## src/rtl/mem_arbiter_pkg.sv

```systemverilog
// mem_arbiter_pkg
//   Shared types and constants for the byte-serialising memory arbiter.
//   state_t  : arbiter FSM states (IDLE, four byte beats, response).
//   req_id_t : identity of the requester that owns the current transaction.
//   BYTES_PER_WORD : beats per word transaction.
package mem_arbiter_pkg;

  localparam int BYTES_PER_WORD = 4;

  typedef enum logic [2:0] {
    IDLE  = 3'd0,
    BEAT0 = 3'd1,
    BEAT1 = 3'd2,
    BEAT2 = 3'd3,
    BEAT3 = 3'd4,
    RESP  = 3'd5
  } state_t;

  typedef enum logic {
    FETCH = 1'b0,
    DATA  = 1'b1
  } req_id_t;

endpackage

```

## src/rtl/mem_arbiter_if.sv

```systemverilog
// mem_arbiter_if
//   Bundles the fetch port, the data port and the byte-wide memory port.
//   Modport slave  : the arbiter's view (takes requests, drives the memory).
//   Modport master : the environment's view (CPU ports plus memory array).
//   Fetch : f_req, f_addr -> f_gnt, f_rvalid, f_rdata
//   Data  : d_req, d_we, d_addr, d_wdata, d_mask -> d_gnt, d_rvalid, d_rdata
//   Memory: mem_en, mem_we, mem_addr, mem_wdata -> mem_rdata (one cycle later)
interface mem_arbiter_if
  import mem_arbiter_pkg::*;
#(
  parameter int N  = 32,
  parameter int AW = 12
);

  logic                      f_req;
  logic [AW-1:0]             f_addr;
  logic                      f_gnt;
  logic                      f_rvalid;
  logic [N-1:0]              f_rdata;

  logic                      d_req;
  logic                      d_we;
  logic [AW-1:0]             d_addr;
  logic [N-1:0]              d_wdata;
  logic [BYTES_PER_WORD-1:0] d_mask;
  logic                      d_gnt;
  logic                      d_rvalid;
  logic [N-1:0]              d_rdata;

  logic                      mem_en;
  logic                      mem_we;
  logic [AW-1:0]             mem_addr;
  logic [7:0]                mem_wdata;
  logic [7:0]                mem_rdata;

  modport slave (
    input  f_req, f_addr,
    output f_gnt, f_rvalid, f_rdata,
    input  d_req, d_we, d_addr, d_wdata, d_mask,
    output d_gnt, d_rvalid, d_rdata,
    output mem_en, mem_we, mem_addr, mem_wdata,
    input  mem_rdata
  );

  modport master (
    output f_req, f_addr,
    input  f_gnt, f_rvalid, f_rdata,
    output d_req, d_we, d_addr, d_wdata, d_mask,
    input  d_gnt, d_rvalid, d_rdata,
    input  mem_en, mem_we, mem_addr, mem_wdata,
    output mem_rdata
  );

endinterface

```

## src/rtl/word_serializer.sv

```systemverilog
// word_serializer
//   Turns one latched word transaction into four byte beats on the memory
//   port (MSB at the lowest address) and reassembles read bytes into a word.
//   clk, rst     : clock, synchronous active-low reset (control only)
//   beat_act     : a beat is being issued this cycle
//   beat_idx     : beat number k (0..3)
//   rd           : transaction is a read
//   addr/wdata/mask : latched transaction fields
//   mem_rdata    : byte returned by memory one cycle after a read beat
//   mem_en/mem_we/mem_addr/mem_wdata : memory-side strobes, zero when idle
//   word         : assembled read word; complete in the cycle after beat 3
module word_serializer
  import mem_arbiter_pkg::*;
#(
  parameter int N  = 32,
  parameter int AW = 12
)
(
  input  logic                      clk,
  input  logic                      rst,
  input  logic                      beat_act,
  input  logic [1:0]                beat_idx,
  input  logic                      rd,
  input  logic [AW-1:0]             addr,
  input  logic [N-1:0]              wdata,
  input  logic [BYTES_PER_WORD-1:0] mask,
  input  logic [7:0]                mem_rdata,
  output logic                      mem_en,
  output logic                      mem_we,
  output logic [AW-1:0]             mem_addr,
  output logic [7:0]                mem_wdata,
  output logic [N-1:0]              word
);

  // Byte k of a word counts from the most significant end.
  function automatic logic [7:0] byte_of(input logic [N-1:0] w, input logic [1:0] k);
    byte_of = w[(N-1) - 8*k -: 8];
  endfunction

  function automatic logic [N-1:0] put_byte(input logic [N-1:0] w, input logic [1:0] k,
                                            input logic [7:0] b);
    logic [N-1:0] r;
    r = w;
    r[(N-1) - 8*k -: 8] = b;
    return r;
  endfunction

  logic [1:0]   msk_sel;
  logic         cap_vld_p1;
  logic [1:0]   cap_idx_p1;
  logic [N-1:0] asm_q;

  // Stage p0: issue the beat. mask[3] belongs to beat 0.
  always_comb begin
    msk_sel   = 2'd3 - beat_idx;
    mem_en    = 1'b0;
    mem_we    = 1'b0;
    mem_addr  = '0;
    mem_wdata = '0;
    if (beat_act) begin
      mem_addr = addr + AW'(beat_idx);
      if (rd) begin
        mem_en = 1'b1;
      end else begin
        mem_en    = mask[msk_sel];
        mem_we    = mask[msk_sel];
        mem_wdata = byte_of(wdata, beat_idx);
      end
    end
  end

  // Stage p1: memory returns the byte; remember which slot it belongs to.
  always_ff @(posedge clk) begin
    if (!rst) begin
      cap_vld_p1 <= 1'b0;
    end else begin
      cap_vld_p1 <= beat_act && rd;
    end
  end

  always_ff @(posedge clk) begin
    cap_idx_p1 <= beat_idx;
    asm_q      <= word;
  end

  // The returning byte is merged combinationally so that the final byte of
  // beat 3 is already part of the word in the response cycle.
  always_comb begin
    word = asm_q;
    if (cap_vld_p1) begin
      word = put_byte(asm_q, cap_idx_p1, mem_rdata);
    end
  end

endmodule

```

## src/rtl/mem_arbiter.sv

```systemverilog
// mem_arbiter
//   Shares a byte-wide single-port memory between the instruction-fetch and
//   data ports of a CPU. Each 32-bit transaction is serialised into four byte
//   beats; simultaneous requests are arbitrated round-robin.
//   clk : clock, all state changes on the rising edge
//   rst : synchronous active-low reset
//   bus : mem_arbiter_if.slave (fetch port, data port, memory port)
//   Timing: accept at T, beats T+1..T+4, rvalid at T+5, next accept possible
//   at T+5.
module mem_arbiter
  import mem_arbiter_pkg::*;
#(
  parameter int N  = 32,
  parameter int AW = 12
)
(
  input  logic          clk,
  input  logic          rst,
  mem_arbiter_if.slave  bus
);

  state_t                    state_q, state_d;
  req_id_t                   last_q, own_q, win;
  logic                      accept;
  logic                      we_q;
  logic [AW-1:0]             addr_q;
  logic [N-1:0]              wdata_q;
  logic [BYTES_PER_WORD-1:0] mask_q;
  logic                      beat_act;
  logic [1:0]                beat_idx;
  logic                      resp;
  logic                      f_rvalid, d_rvalid;
  logic [N-1:0]              word;

  // Accept only in IDLE/RESP and never while reset is asserted, so a request
  // held through reset waits for the first cycle with rst high.
  always_comb begin
    accept = rst && (state_q == IDLE || state_q == RESP) && (bus.f_req || bus.d_req);
    if (bus.f_req && bus.d_req) begin
      win = (last_q == DATA) ? FETCH : DATA;
    end else if (bus.f_req) begin
      win = FETCH;
    end else begin
      win = DATA;
    end
  end

  always_comb begin
    state_d = state_q;
    case (state_q)
      IDLE:    state_d = accept ? BEAT0 : IDLE;
      BEAT0:   state_d = BEAT1;
      BEAT1:   state_d = BEAT2;
      BEAT2:   state_d = BEAT3;
      BEAT3:   state_d = RESP;
      RESP:    state_d = accept ? BEAT0 : IDLE;
      default: state_d = IDLE;
    endcase
  end

  always_comb begin
    beat_act = 1'b0;
    beat_idx = 2'd0;
    case (state_q)
      BEAT0:   begin beat_act = 1'b1; beat_idx = 2'd0; end
      BEAT1:   begin beat_act = 1'b1; beat_idx = 2'd1; end
      BEAT2:   begin beat_act = 1'b1; beat_idx = 2'd2; end
      BEAT3:   begin beat_act = 1'b1; beat_idx = 2'd3; end
      default: begin beat_act = 1'b0; beat_idx = 2'd0; end
    endcase
  end

  always_ff @(posedge clk) begin
    if (!rst) begin
      state_q <= IDLE;
      last_q  <= DATA;
    end else begin
      state_q <= state_d;
      if (accept) begin
        last_q <= win;
      end
    end
  end

  // Stage p0: latch the winning request; fetch is always a full read.
  always_ff @(posedge clk) begin
    if (accept) begin
      own_q <= win;
      if (win == FETCH) begin
        addr_q  <= bus.f_addr;
        we_q    <= 1'b0;
        wdata_q <= '0;
        mask_q  <= '0;
      end else begin
        addr_q  <= bus.d_addr;
        we_q    <= bus.d_we;
        wdata_q <= bus.d_wdata;
        mask_q  <= bus.d_mask;
      end
    end
  end

  word_serializer #(
    .N  (N),
    .AW (AW)
  ) u_ser (
    .clk       (clk),
    .rst       (rst),
    .beat_act  (beat_act),
    .beat_idx  (beat_idx),
    .rd        (!we_q),
    .addr      (addr_q),
    .wdata     (wdata_q),
    .mask      (mask_q),
    .mem_rdata (bus.mem_rdata),
    .mem_en    (bus.mem_en),
    .mem_we    (bus.mem_we),
    .mem_addr  (bus.mem_addr),
    .mem_wdata (bus.mem_wdata),
    .word      (word)
  );

  // Response stage: rdata is forced to zero outside the owner's rvalid, and
  // a data write completes with a zero word.
  always_comb begin
    resp         = (state_q == RESP);
    f_rvalid     = resp && (own_q == FETCH);
    d_rvalid     = resp && (own_q == DATA);
    bus.f_gnt    = accept && (win == FETCH);
    bus.d_gnt    = accept && (win == DATA);
    bus.f_rvalid = f_rvalid;
    bus.d_rvalid = d_rvalid;
    bus.f_rdata  = f_rvalid ? word : '0;
    bus.d_rdata  = (d_rvalid && !we_q) ? word : '0;
  end

endmodule

```

## src/flat_wrapper.sv

```systemverilog
// flat-port wrapper written by rule: the top's interface ports become plain ports
module mem_arbiter_flat import mem_arbiter_pkg::*;
#(
  parameter int N  = 32,
  parameter int AW = 12
)
  (clk, rst, bus_f_req, bus_f_addr, bus_f_gnt, bus_f_rvalid, bus_f_rdata, bus_d_req, bus_d_we, bus_d_addr, bus_d_wdata, bus_d_mask, bus_d_gnt, bus_d_rvalid, bus_d_rdata, bus_mem_en, bus_mem_we, bus_mem_addr, bus_mem_wdata, bus_mem_rdata);
  mem_arbiter_if #(.N(N), .AW(AW)) bus_i ();
  input  logic clk;
  input  logic rst;
  input wire logic [$bits(bus_i.f_req)-1:0] bus_f_req;
  input wire logic [$bits(bus_i.f_addr)-1:0] bus_f_addr;
  output wire logic [$bits(bus_i.f_gnt)-1:0] bus_f_gnt;
  output wire logic [$bits(bus_i.f_rvalid)-1:0] bus_f_rvalid;
  output wire logic [$bits(bus_i.f_rdata)-1:0] bus_f_rdata;
  input wire logic [$bits(bus_i.d_req)-1:0] bus_d_req;
  input wire logic [$bits(bus_i.d_we)-1:0] bus_d_we;
  input wire logic [$bits(bus_i.d_addr)-1:0] bus_d_addr;
  input wire logic [$bits(bus_i.d_wdata)-1:0] bus_d_wdata;
  input wire logic [$bits(bus_i.d_mask)-1:0] bus_d_mask;
  output wire logic [$bits(bus_i.d_gnt)-1:0] bus_d_gnt;
  output wire logic [$bits(bus_i.d_rvalid)-1:0] bus_d_rvalid;
  output wire logic [$bits(bus_i.d_rdata)-1:0] bus_d_rdata;
  output wire logic [$bits(bus_i.mem_en)-1:0] bus_mem_en;
  output wire logic [$bits(bus_i.mem_we)-1:0] bus_mem_we;
  output wire logic [$bits(bus_i.mem_addr)-1:0] bus_mem_addr;
  output wire logic [$bits(bus_i.mem_wdata)-1:0] bus_mem_wdata;
  input wire logic [$bits(bus_i.mem_rdata)-1:0] bus_mem_rdata;
  assign bus_i.f_req = bus_f_req;
  assign bus_i.f_addr = bus_f_addr;
  assign bus_f_gnt = bus_i.f_gnt;
  assign bus_f_rvalid = bus_i.f_rvalid;
  assign bus_f_rdata = bus_i.f_rdata;
  assign bus_i.d_req = bus_d_req;
  assign bus_i.d_we = bus_d_we;
  assign bus_i.d_addr = bus_d_addr;
  assign bus_i.d_wdata = bus_d_wdata;
  assign bus_i.d_mask = bus_d_mask;
  assign bus_d_gnt = bus_i.d_gnt;
  assign bus_d_rvalid = bus_i.d_rvalid;
  assign bus_d_rdata = bus_i.d_rdata;
  assign bus_mem_en = bus_i.mem_en;
  assign bus_mem_we = bus_i.mem_we;
  assign bus_mem_addr = bus_i.mem_addr;
  assign bus_mem_wdata = bus_i.mem_wdata;
  assign bus_i.mem_rdata = bus_mem_rdata;
  mem_arbiter #(.N(N), .AW(AW)) u_core (.clk(clk), .rst(rst), .bus(bus_i));
endmodule
```

## config.mk

```make
export PLATFORM = sky130hd
export DESIGN_NAME = mem_arbiter_flat
export DESIGN_NICKNAME = d
export VERILOG_FILES = /design/src/rtl/mem_arbiter_pkg.sv /design/src/rtl/mem_arbiter_if.sv /design/src/rtl/word_serializer.sv /design/src/rtl/mem_arbiter.sv /design/src/flat_wrapper.sv
export SDC_FILE = /design/constraint.sdc
export NUM_CORES = 1
export LEC_CHECK = 0
export CAP_MARGIN = 0
export CORE_MARGIN = 4
export CORE_UTILIZATION = 41
export DETAILED_ROUTE_END_ITERATION = 6
export PLACE_DENSITY = 0.82
export SETUP_SLACK_MARGIN = 0.3
export SYNTH_ARGS = -nofsm -noshare
export SYNTH_HDL_FRONTEND = slang
export SYNTH_SLANG_ARGS = --single-unit
```

## constraint.sdc

```tcl
create_clock -name clk -period 2.91 [get_ports clk]
set_clock_uncertainty 0.15 [all_clocks]
set_input_delay 0.582 -clock clk [delete_from_list [all_inputs] [get_ports clk]]
set_output_delay 0.582 -clock clk [all_outputs]
set_load 0.02 [all_outputs]
```

==> results_dict.tcl <==
set metrics [dict create \
    power_leakage_nw 3.11 \
    clk_pin_slew_worst_paths_ps 90 \
    synthXorXnorAreaFrac_pct 0.784 \
    cts_tree "yes" \
    synthCells 454 \
    grt_pass1_wl_um 19100 \
    avgSynthCellArea_um2 9.84 \
    drt_wl_total_um 12700 \
    num_rows 37 \
    synth_ff_type "edfxtp_1" \
    routed-wl-met3_um 969 \
    p_seq_share_pct 35.7 \
    period_needed_ps 2970 \
    cp.required_ps 2180 \
    r2r_slack_ps 770 \
    mostFrequentLayoutCells "clkdlybuf4s50_1 (72), nor2_1 (67), dlygate4sd2_1 (59), edfxtp_1 (50), and2_1 (39)" \
    async_reset_ff_share_pct 0 \
    start_kind "flop" \
    internal_power_w 0.00334 \
    setup_viol_count_final 6 \
    r2r_start "u_core.state_q[0]" \
    core_mm2 0.0105 \
    synth_fa_ha_area_share_pct 0.560 \
    power_density_mw_per_mm2 798 \
    grt_usage_pct 18.7 \
    whs_path_depth 1 \
    yosys_register_bits 89 \
    fin_util_pct 65.6 \
    drcViolationCount 0 \
    yosysTopAreaCell "edfxtp_1" \
    grt_pass1_vias 3828 \
    wl_met2_um 6580 \
    worstPathArrival_ps 2240 \
    port_buffers 162 \
    ant_nets 0 \
    first_iter_violations 243 \
    io_pins 163 \
    hold_start "u_core.last_q" \
    final_common_cell "clkdlybuf4s50_1" \
    ys_types 42 \
    antenna_cells 0 \
    yosys.area_share.simple_pct 19.6 \
    numCtsBuffers 9 \
    htree_levels 3 \
    finalHoldViolCount 0 \
    clock_path_buffers 2 \
    die_area_mm2 0.0126 \
    synth.top_cell.area_share_pct 33.6 \
    root_buffer "clkbuf_8" \
    worst-r2r-cell-count 7 \
    rsz0062_at_grt "true" \
    hpwl_um 9120 \
    start_util_pct 42.7 \
    nets 705 \
    dieHeight_um 112 \
    vias_per_cell 5.12 \
    r2r-end "u_core.wdata_q[1]" \
    seq_area_frac_synth_pct 51.1 \
    ir_drop_mv 0.576 \
    yosys_warnings 0 \
    slowest_stage "dfxtp_2" \
    max_cap_viol_count 0 \
    hp-class "flop to flop" \
    slew_headroom_pct 71.8 \
    antenna_found_initial 0 \
    cp_max_fo 5 \
    end_kind "output port" \
    vias 3946 \
    place.gp.congestion 0.892 \
    power.share.switching_pct 39.0 \
    wl_per_cell_um 16.5 \
    die_x_um 112 \
    clock_latency_ps 350 \
    yosys-mux-area-fraction_pct 12.9 \
    clkPwrFrac_pct 15.7 \
    syn_area_mm2 0.00447 \
    tightest_slew_ps 423 \
    p_switching_w 0.00214 \
    power.total_w 0.00548 \
    fin_ws_ps -62.1 \
    synth_top_family_by_area "simple AND/OR/NAND/NOR gates" \
    final_area_mm2 0.00686 \
    grt_overflow 0 \
    syn_nets 529 \
    clock_sinks 89 \
    tns_ps -134 \
    max_freq_ghz 0.336 \
    drive_gt1_share_pct 22.4 \
    synthTopCellsByArea "edfxtp_1 (34%), dfxtp_1 (17%), mux2i_1 (9.4%)" \
    syn_to_final_growth_pct 53.6 \
    drtPass1Iterations 5 \
    fin_crit_sh_pct 102 \
    path_cells "and3b_1 -> or2_1 -> xor2_1 -> ha_2 -> inv_4 -> a21oi_4 -> mux2i_4 -> buf_6" \
    violations "negative setup slack" \
    pwr-share-comb_pct 48.6 \
    holdPathEnd "u_core.last_q" \
    maxSlewViolCount 0 \
    synth-edff-count 50 \
    dr.max_layer_used "met4" \
    synth_compound_area_share_pct 9.15 \
    status "finished, violations left" \
    crit_type "flop to output port" \
    cpPeakStageDelay_ps 370 \
    placed_cell_area_mm2 0.00652 \
    wl_met1_um 4990 \
    grt_max_degree 51 \
]
[cell usage after synthesis (2+ instances only)]
| cell type | instances |
|---|---|
| a21boi_0 | 3 |
| a21o_1 | 8 |
| a21oi_1 | 22 |
| a22oi_1 | 7 |
| a31oi_1 | 2 |
| and2_1 | 40 |
| buf_1 | 3 |
| buf_2 | 6 |
| clkbuf_1 | 20 |
| dfxtp_1 | 39 |
| edfxtp_1 | 50 |
| ha_1 | 2 |
| inv_1 | 37 |
| mux2_2 | 12 |
| mux2i_1 | 42 |
| nand2_1 | 18 |
| nand2b_1 | 13 |
| nand3_1 | 4 |
| nand3b_1 | 2 |
| nand4_1 | 2 |
| nor2_1 | 69 |
| nor3b_1 | 14 |
| o21a_1 | 7 |
| o21ai_0 | 12 |
| xnor2_1 | 3 |
[critical path, delay by kind of cell (launching register included)]
kind                     cells  cell delay, ps
AO/OA/AOI/OAI                1             180
XOR/XNOR                     1             160
adder cells (fa/ha/maj)      1             230
buffers and inverters        2             230
flip-flops                   1             370
multiplexers                 1             260
AND/OR/NAND/NOR              2             460
[area by class of cell]
cell class                 count  area [um2]
multi-input combinational    298        2210
clock inverter                 7        77.6
sequential                    89        2290
tap                          136         170
fill                         865        3600
timing repair buffer         195        1850
clock buffer                   9         124
inverter                      37         145
[metrics by stage]
stage                     hold slack, ps  std cells  setup slack [ps]
after floorplan                      267        454               218
after CTS                            306        767             -45.6
after global routing                 330        771              -177
final                                305        771             -62.1
after detailed placement             286        745              -120
after global placement               276        745             -63.7
[cell families (layout without fill, tap and decap cells)]
group	count (synthesis)	count (layout)
compound gates	66	66
xor+xnor	4	4
fa+ha+maj	2	2
buf+inv	67	248
flops	89	89
mux	55	55
simple gates	171	171
[sequential cells by signal, indices dropped and copies added, names as in the netlist]
register,cells
u_core.u_ser.cap_vld_p1,1
u_core.mask_q,4
u_core.we_q,1
u_core.last_q,1
u_core.u_ser.cap_idx_p1,2
u_core.u_ser.asm_q,32
u_core.own_q,1
u_core.state_q,3
u_core.wdata_q,32
u_core.addr_q,12
[worst max-delay path by stage]
stage	startpoint	end	slack, ps	cells after the start
final	u_core.state_q[2]	bus_mem_addr[4]	-60	8
after global routing	u_core.state_q[1]	bus_mem_addr[4]	-180	8
after CTS	u_core.state_q[2]	bus_mem_addr[4]	-50	8
after detailed placement	u_core.state_q[1]	bus_mem_addr[3]	-120	7
after global placement	u_core.state_q[1]	bus_mem_addr[6]	-60	8
after floorplan	u_core.state_q[0]	bus_mem_addr[6]	220	10
[power by group through the flow]
stage	clock (W)	sequential, W	combinational [W]
after floorplan	0	0.00190	0.00155
after global placement	0	0.00194	0.00232
after detailed placement	0	0.00197	0.00239
after CTS	0.000874	0.00195	0.00257
after global routing	0.000928	0.00199	0.00287
final	0.000860	0.00196	0.00266
[repair_timing]
item,CTS,global route
cloned,1,0
hold buffers,0,0
setup endpoints to repair,90,89
hold endpoints to repair,0,0
resized for setup,225,22
setup buffers,5,4
pin swaps,7,6
[layer usage]
layer  up-vias  global-route usage [%]
li1       1888                       -
met1      1861                    21.9
met2       178                    34.2
met3        19                    4.15
met4         0                    5.21
met5         -                       0
No activity file was read; power rests on OpenSTA's default activity.
